--- src/rtl/serial_magnitude_comparator.sv ---
// Bit-serial MSB-first unsigned magnitude comparator with start/busy/done handshake.
// Define EARLY_EXIT_EN to stop at the first differing bit; otherwise every compare takes WIDTH cycles.
module serial_magnitude_comparator #(
    parameter int unsigned WIDTH = 8
) (
    input  logic             clk,
    input  logic             rst_n,
    input  logic             start,
    input  logic [WIDTH-1:0] a,
    input  logic [WIDTH-1:0] b,
    output logic             busy,
    output logic             done,
    output logic             e,
    output logic             g,
    output logic             l
);

    localparam int unsigned    IW      = (WIDTH > 1) ? $clog2(WIDTH) : 1;
    localparam logic [IW-1:0]  IDX_TOP = IW'(WIDTH - 1);

    typedef enum logic [1:0] {
        IDLE,
        COMPARE,
        DONE
    } state_t;

    state_t           state, state_nxt;
    logic [WIDTH-1:0] ra, rb;
    logic [IW-1:0]    idx;
    logic             bit_gt, bit_lt, last_bit;
    logic             latch;
    logic             res_e, res_g, res_l;
`ifndef EARLY_EXIT_EN
    logic             diff_seen, diff_gt;
`endif

    // Operands shift left each compare cycle, so the current bit pair is always the MSB.
    assign bit_gt   = ra[WIDTH-1] & ~rb[WIDTH-1];
    assign bit_lt   = ~ra[WIDTH-1] & rb[WIDTH-1];
    assign last_bit = (idx == '0);

    always_ff @(posedge clk or negedge rst_n) begin
        if (!rst_n) begin
            state <= IDLE;
        end else begin
            state <= state_nxt;
        end
    end

    always_comb begin
        state_nxt = state;
        busy      = 1'b0;
        done      = 1'b0;
        latch     = 1'b0;
        res_e     = 1'b0;
        res_g     = 1'b0;
        res_l     = 1'b0;
        case (state)
            IDLE: begin
                if (start) state_nxt = COMPARE;
            end
            COMPARE: begin
                busy = 1'b1;
`ifdef EARLY_EXIT_EN
                if (bit_gt) begin
                    latch = 1'b1;
                    res_g = 1'b1;
                end else if (bit_lt) begin
                    latch = 1'b1;
                    res_l = 1'b1;
                end else if (last_bit) begin
                    latch = 1'b1;
                    res_e = 1'b1;
                end
`else
                // The sticky flag holds the first difference; bit 0 decides only if none was seen.
                if (last_bit) begin
                    latch = 1'b1;
                    if (diff_seen) begin
                        res_g = diff_gt;
                        res_l = ~diff_gt;
                    end else if (bit_gt) begin
                        res_g = 1'b1;
                    end else if (bit_lt) begin
                        res_l = 1'b1;
                    end else begin
                        res_e = 1'b1;
                    end
                end
`endif
                if (latch) state_nxt = DONE;
            end
            DONE: begin
                done      = 1'b1;
                state_nxt = IDLE;
            end
            default: state_nxt = IDLE;
        endcase
    end

    always_ff @(posedge clk or negedge rst_n) begin
        if (!rst_n) begin
            ra        <= '0;
            rb        <= '0;
            idx       <= IDX_TOP;
            e         <= 1'b0;
            g         <= 1'b0;
            l         <= 1'b0;
`ifndef EARLY_EXIT_EN
            diff_seen <= 1'b0;
            diff_gt   <= 1'b0;
`endif
        end else begin
            if (state == IDLE && start) begin
                ra        <= a;
                rb        <= b;
                idx       <= IDX_TOP;
`ifndef EARLY_EXIT_EN
                diff_seen <= 1'b0;
                diff_gt   <= 1'b0;
`endif
            end else if (state == COMPARE) begin
                ra  <= ra << 1;
                rb  <= rb << 1;
                idx <= idx - IW'(1);
`ifndef EARLY_EXIT_EN
                if (!diff_seen && (bit_gt || bit_lt)) begin
                    diff_seen <= 1'b1;
                    diff_gt   <= bit_gt;
                end
`endif
            end
            if (latch) begin
                e <= res_e;
                g <= res_g;
                l <= res_l;
            end
        end
    end

endmodule

--- config.mk ---
export PLATFORM = sky130hd
export DESIGN_NAME = serial_magnitude_comparator
export DESIGN_NICKNAME = d
export VERILOG_FILES = /design/src/rtl/serial_magnitude_comparator.sv
export SDC_FILE = /design/constraint.sdc
export NUM_CORES = 1
export LEC_CHECK = 0
export CORE_MARGIN = 1.5
export CORE_UTILIZATION = 45
export DETAILED_ROUTE_END_ITERATION = 16
export HOLD_SLACK_MARGIN = 0.1
export PLACE_DENSITY = 0.7
export SETUP_SLACK_MARGIN = 0.2
export SYNTH_ARGS = -nofsm -noshare
export SYNTH_HDL_FRONTEND = slang
export SYNTH_SLANG_ARGS = --single-unit
export TNS_END_PERCENT = 10
--- constraint.sdc ---
create_clock -name clk -period 1.42 [get_ports clk]
set_input_delay 0.284 -clock clk [delete_from_list [all_inputs] [get_ports clk]]
set_output_delay 0.284 -clock clk [all_outputs]
set_load 0.01 [all_outputs]
; ---- Word level (Yosys, flattened, before mapping)
; Index checks and enable logic that the tools add are counted.
[totals]
out_inout_bits = 5
wordCells = 63
register_bits = 26
input_bits = 19
[classes]
bitwise = 5
n_eq_ne = 4
muxes = 34
n_reduce_logical = 10
add_sub_neg = 1
[op_table]
columns = op, count
row1 = $mux 8, 4
row2 = $mux 1, 25
row3 = $mux 3, 2
row4 = $mux 2, 2
row5 = $ne 2x2->1 const B, 2
row6 = $pmux 2 s2, 1
row7 = $reduce_and 2->1, 2
row8 = $reduce_bool 2->1, 2
row9 = $logic_not 3->1, 1
row10 = $not 1->1, 3
row11 = $sub 3x1->3 const B, 1
row12 = $and 1x1->1, 2
row13 = $eq 2x1->1 const B, 1
row14 = $eq 2x2->1 const B, 1
row15 = $logic_and 1x1->1, 2
row16 = $logic_not 2->1, 1
row17 = $logic_not 1->1, 1
row18 = $logic_or 1x1->1, 1

; ---- Depth between registers and ports, before layout
; Gate-level depths: netlist of the first run.
[logic_depth]
ltp_word = 7
ltp_mapped = 5
ltp_nobuf = 5

; ---- Worst setup path before layout of the first run
; Ideal clock, no wire load.
[synth_timing]
path_type = register to register
startpoint = register ra[7]
endpoint = register diff_gt
synth_period_minus_slack_ps = 1262
arrival_time_ps = 1196
setup_slack_ps = 158
path_stages_with_launch = 5
path_buffers = 0
setup_ps = 66
t_required_ps = 1354
path_cell_list = dfrtp_1 > inv_1 > ha_1 > o41ai_1 > a22o_1
[synth_between]
elab_chain_cells = 6
word_cells_on_any_way = 10
cone_classes = mux (3) / bitwise (3) / reduce/logical (4)
[synth_lines]
columns = item, line_no
row1 = from (decl), 28  ; logic [WIDTH-1:0] ra, rb;
row2 = from (signal assigned), 123  ; ra <= ra << 1;
row3 = $not 1->1, 39  ; assign bit_lt = ~ra[WIDTH-1] & rb[WIDTH-1];
row4 = $and 1x1->1, 39
row5 = $logic_or 1x1->1, 127  ; if (!diff_seen && (bit_gt || bit_lt)) begin
row6 = $logic_and 1x1->1, 127
row7 = $reduce_bool 2->1 (no line), --
row8 = $reduce_and 2->1 (no line), --
row9 = to (signal assigned), 129  ; diff_gt <= bit_gt;
row10 = to (decl), 34  ; logic diff_seen, diff_gt;
; Parallel ways exist; a longest one is shown, timed or not. The select of a mux whose other input is x is not followed.
; A chain may end at the register's enable or synchronous reset.

; ---- Final worst setup path of the first run
[layout_timing]
startpoint = register state[1]
endpoint = output busy
[layout_between]
elab_chain_cells = 2
[layout_lines]
columns = item, line_no
row1 = from (decl), 27  ; state_t state, state_nxt;
row2 = from (signal assigned), 46  ; state <= state_nxt;
row3 = $eq 2x1->1, 58  ; case (state)
row4 = $mux 1, 58
row5 = to (decl), 11  ; output logic busy,
; No other way between the ends.

==> impl_metrics.toml, run 1 <==
[outcome]
status = "completed"

[critical_path]
critPathCaptureType = "primary output"
cp-start-kind = "flop"
cp.arrival_ps = 1080
r2r_cells = 4
r2r_setup_slack_ps = 110
r2r_end = "rb[0]$_DFFE_PN0P_"
r2r_start = "state[1]$_DFFE_PN0P_"
worstSetupStartpoint = "state[1]$_DFFE_PN0P_"
required_ps = 1140
path_class = "flop to primary output"
cp_max_fo = 3

[run]
max-cap-violations = 0

[logic_synthesis]
synthXorXnorAreaFrac = 0
synth.distinct_cells = 28
seq_area_frac_synth = 0.5000
synth_fa_ha_area_frac = 0.03824
syn_area_sq_um = 1309
syn_avg_cell_area_sq_um = 11.00
yosys_warnings = 0
synth-simple-area-share = 0.1099
ys_ff_latch = 26
synth_nets = 142
synthMuxAreaShare = 0.007648
synth_compound_area_frac = 0.2830
synthCells = 119
synth_top_family_by_area = "compound AO/OA/AOI/OAI gates"

[routing]
ant_nets = 0
routed_wl_microns = 2688
first_pass_iters = 4
first_iter_violations = 14
num_vias = 985
avgRoutedWirePerCell_microns = 14.85
viasPerCell = 5.442
drc = 0

[clock_tree]
ctsHtreeMaxLevel = 1
cts_tree = "built"
clkSlewWorstSetupHoldPaths_ps = 140
cts_inserted_buffers = 3
clock_latency_ps = 320
cts-root-buf = "clkbuf_4"
cts_buffer_depth = 2
cts_sinks = 26

[floorplan]
ioPinCount = 24
initial_core_util = 0.4746
die_x_microns = 56.93
num_rows = 19
dieArea_sq_um = 3241
fp.coreArea_sq_um = 2758
die_y_microns = 56.93

[layout]
fill_cells = 245
nets = 174
regArea_sq_um = 654.4
final_area_sq_um = 1687
fin_cells = 181
multi_input_area_sq_um = 626.9
layout-drive-gt1-share = 0.2467
synthToLayoutAreaGrowth_pct = 28.87
antenna_cells = 0

[pwr]
powerDensity_nw_per_um2 = 1839
p_switching_mw = 1.204
p_clk_frac = 0.105
p_comb_frac = 0.493
switching_share = 0.3882
p_leak_nw = 0.7233
pwr-share-seq = 0.402
max-vdd-ir-drop_v = 0.001307
internal_power_mw = 1.897

[place]
gp_congestion = 0.6995
place_inst = 174
dp_hpwl_microns = 1831
preCtsSetupSlack_ps = -144.7
place_area_sq_um = 1613
portBuffers = 23

[grt]
grt_pass1_wl_microns = 4443
grt_pass1_vias = 998
antenna_found_initial = 0
gr-usage-all-layers = 0.1769
grt_start_max_net_pins = 27
grt_overflow = 0

[timing]
period_minus_slack_ps = 1368
maxSlewHeadroom = 0.7533
fin_worst_skew_ps = 5.126
setup_ws_ps = 51.73
post-route-period-util = 0.9636
drv_slew = 0
hold_viol = 0
clock.fmax_mhz = 730.9
worst_slew_pin_slew_ps = 370.1
tns_ps = 0
whs_ps = 312.9
rsz0062_at_grt = "true"
finalSetupViolations = 0

[worst_hold_path]
holdCritPathClass = "input pin to asynchronous set/reset pin"
-- synth_stat cells, drive strengths merged --
cell type / number / area [sq um]
nand2: 19 / 71.32
inv: 8 / 30.03
and2b: 1 / 8.760
a2bb2oi: 2 / 17.52
mux2i: 1 / 10.01
a31oi: 1 / 6.260
nor2: 1 / 3.750
dfrtp: 23 / 575.6
nor3: 1 / 10.01
o41ai: 1 / 8.760
ha: 4 / 50.05
nand2b: 1 / 6.260
a22oi: 16 / 175.2
o21bai: 1 / 18.77
nand4bb: 1 / 16.27
clkbuf: 1 / 3.750
o21ai: 22 / 110.1
nand3b: 1 / 7.510
nor2b: 2 / 20.02
buf: 5 / 46.29
o21a: 1 / 7.510
a22o: 3 / 26.28
dfstp: 3 / 78.83
-- kinds of logic after synthesis --
logic type	count (synthesis)
AOI/OAI and AO/OA	47
adders and majority gates	4
buffers and inverters	14
DFF	26
muxes	1
and+or+nand+nor	27
-- worst max-delay path by stage --
stage,end,slack (ps),cells past startpoint
floorplan,diff_gt$_DFFE_PN0P_,220,4
global placement,ra[0]$_DFFE_PN0P_,-80,5
detailed placement,rb[0]$_DFFE_PN0P_,-140,5
CTS,busy,40,2
global route,busy,5,2
finish,busy,50,2
-- stage by stage --
step,total power [mW],util
3_5_place_dp,2.717,0.5848
6_report,3.101,0.6116
2_1_floorplan,2.282,-
3_3_place_gp,2.661,0.5848
5_1_grt,3.332,0.6116
4_1_cts,3.057,0.5985
-- cell usage in the layout, fill, tap and decap left out, drive strengths merged --
master | netlist | final
o41ai | 1 | 1
nor3 | 1 | 1
a22o | 3 | 3
and2b | 1 | 1
o21bai | 1 | 2
clkdlybuf4s50 | 0 | 18
a31oi | 1 | 1
nand2b | 1 | 1
nand2 | 19 | 19
a22oi | 16 | 16
a2bb2oi | 2 | 2
nor2b | 2 | 2
nor2 | 1 | 1
dfstp | 3 | 3
ha | 4 | 4
dlygate4sd2 | 0 | 3
nand3b | 1 | 1
o21ai | 22 | 22
o21a | 1 | 1
clkbuf | 1 | 4
inv | 8 | 8
mux2i | 1 | 1
dfrtp | 23 | 23
nand4bb | 1 | 1
buf | 5 | 11
-- registers in the layout, summed over array words and instances, names as in the netlist --
signal	count
diff_seen	1
rb	8
l	1
g	1
idx	3
e	1
ra	8
diff_gt	1
state	2
-- power by group through the flow --
stage | Clock (mW) | Sequential (mW) | Combinational [mW]
after floorplan | 0 | 1.27 | 1.02
after global placement | 0 | 1.25 | 1.41
after detailed placement | 0 | 1.26 | 1.46
after CTS | 0.340 | 1.24 | 1.48
after global routing | 0.368 | 1.28 | 1.68
final | 0.327 | 1.25 | 1.53
-- critical path: stages (launching register included) --
cell and delay, ps:
dfrtp_1 420, and2b_2 240, buf_6 100
-- repair_timing --
item,in CTS,in global routing
endpoints found under the setup margin,27,28
gates cloned,1,0
pin swaps,0,2
buffers inserted,1,1
hold buffers,0,0
resized for setup,12,5
-- metal layers --
layer | part of all wire | global-route usage
met1 | 0.46 | 0.2411
met2 | 0.48 | 0.2906
met3 | 0.035 | 0.02041
met4 | 0.019 | 0.06977
met5 | 0 | 0
-- cell type report --
| class | count | area share |
|---|---|---|
| inverter | 8 | 0.01780 |
| clock buffer | 4 | 0.01558 |
| tap | 31 | 0.02300 |
| sequential | 26 | 0.3880 |
| timing repair buffer | 32 | 0.1840 |
| multi-input combinational | 80 | 0.3717 |
Power figures use the tool's default switching activity.
==> inputs of run 2 (changes only) <==
--- a/config.mk
+++ b/config.mk
@@ -11,6 +11,8 @@
 export HOLD_SLACK_MARGIN = 0.1
 export PLACE_DENSITY = 0.7
 export SETUP_SLACK_MARGIN = 0.2
+export SKIP_CTS_REPAIR_TIMING = 1
+export SKIP_LAST_GASP = 1
 export SYNTH_ARGS = -nofsm -noshare
 export SYNTH_HDL_FRONTEND = slang
 export SYNTH_SLANG_ARGS = --single-unit
==> run 2 against run 1 <==
Net effect:
- the flow now finishes with violations (setup timing)
- critical path type is now flop to flop
- final area fell by 2.1%
- via count is 0.20% lower
- highest routed layer unchanged
- non-clock buffer count stayed put
==> impl_metrics.toml, run 2 (same netlist as run 1, synthesis figures left out) <==
[clock_tree]
cts_inserted_buffers = 3
cts_tree = "built"
cts-root-buf = "clkbuf_4"
cts_sinks = 26
cts_buffer_depth = 2
ctsHtreeMaxLevel = 1
clock_latency_ps = 320
clkSlewWorstSetupHoldPaths_ps = 140

[timing]
tns_ps = -332.9
setup_ws_ps = -89.52
fin_worst_skew_ps = 5.420
post-route-period-util = 1.063
clock.fmax_mhz = 662.5
worst_slew_pin_slew_ps = 462.2
finalSetupViolations = 8
drv_slew = 0
maxSlewHeadroom = 0.6911
period_minus_slack_ps = 1510
hold_viol = 0
rsz0062_at_grt = "true"

[routing]
drc = 0
viasPerCell = 5.461
num_vias = 983
avgRoutedWirePerCell_microns = 14.21
first_iter_violations = 27
first_pass_iters = 4
ant_nets = 0
routed_wl_microns = 2557

[layout]
regArea_sq_um = 654.4
final_cell_mix = "23 x dfrtp_1, 19 x nand2_1, 19 x o21ai_1"
reg.largest.list = "ra: 8 flops, rb: 8 flops, idx: 3 flops"
layout-drive-gt1-share = 0.2349
synthToLayoutAreaGrowth_pct = 26.19
antenna_cells = 0
nets = 173
fill_cells = 252
final_common_cell = "dfrtp_1"
multi_input_area_sq_um = 594.3

[critical_path]
cp.arrival_ps = 1740
critPathCaptureType = "flop"
path_class = "flop to flop"
cp_max_fo = 19
required_ps = 1650
cp-start-kind = "flop"

[grt]
grt_start_max_net_pins = 27
grt_util_met2 = 0.2808
grt_pass1_wl_microns = 4291
grt_use_met1 = 0.2262
gr-usage-all-layers = 0.1692
grt_pass1_vias = 981
antenna_found_initial = 0
grt_overflow = 0
busiest_layer = "met2"
grtUsageMet3 = 0.02041

[run]
max-cap-violations = 0

[place]
dp_hpwl_microns = 1831
portBuffers = 23
gp_congestion = 0.6995

[floorplan]
fp.coreArea_sq_um = 2758
die_x_microns = 56.93
num_rows = 19
dieArea_sq_um = 3241
ioPinCount = 24
initial_core_util = 0.4746
die_y_microns = 56.93

[pwr]
powerDensity_nw_per_um2 = 1811
p_leak_nw = 0.7462
totalPowerFinal_mw = 2.992
max-vdd-ir-drop_v = 0.001227

[worst_hold_path]
holdCritPathClass = "input pin to asynchronous set/reset pin"

[outcome]
status = "complete, but fails checks"
failed_checks = "setup timing"
run 2: per-stage QoR:
stage,setup slack (ps),cells,hold WS [ps],util,cell area (sq um)
finish,-89.52,180,309.6,0.5989,1652
global route,-154.4,180,323.8,0.5989,1652
CTS,-408.2,178,315.0,0.5944,1639
detailed placement,-144.7,174,474.6,0.5848,1613
global placement,-79.50,174,466.7,0.5848,1613
floorplan,220.4,119,-11.59,-,1329
run 2: cell type report:
cell class              instances  area share
well taps                      31     0.02348
inverters                       8     0.01818
flip-flops and latches         26      0.3962
clock buffers                   4     0.01591
repair buffers                 32      0.1864
multi-input cells              79      0.3598
run 2: final timing paths:
check / from / to / slack, ps / depth (start not counted)
setup / recovery: state[1]$_DFFE_PN0P_ / rb[0]$_DFFE_PN0P_ / -90 / 5
hold / removal: rst_n / diff_gt$_DFFE_PN0P_ / 310 / 2
setup reg to reg: state[1]$_DFFE_PN0P_ / rb[0]$_DFFE_PN0P_ / -90 / 5
hold reg to reg: l$_DFFE_PN0P_ / l$_DFFE_PN0P_ / 490 / 2
max in group asynchronous: rst_n / idx[1]$_DFFE_PN1P_ / 820 / 2
min in group clk: l$_DFFE_PN0P_ / l$_DFFE_PN0P_ / 490 / 2
run 2: critical path, cell delays in order, from the launching register on:
cell and delay (ps):
dfrtp_1 410, buf_4 140, buf_4 130, buf_4 170, o21bai_4 280, a22o_1 280
run 2: layer usage:
metal	wire length [microns]	vias to the layer above
met5	0	-
li1	-	483
met1	1181	475
met3	97	5
met2	1226	20
met4	51	0
run 2: report_power, final:
group | switching [mW] | total, mW | internal (mW)
registers | 0.188 | 1.24 | 1.05
clock network | 0.219 | 0.329 | 0.110
logic | 0.737 | 1.43 | 0.689
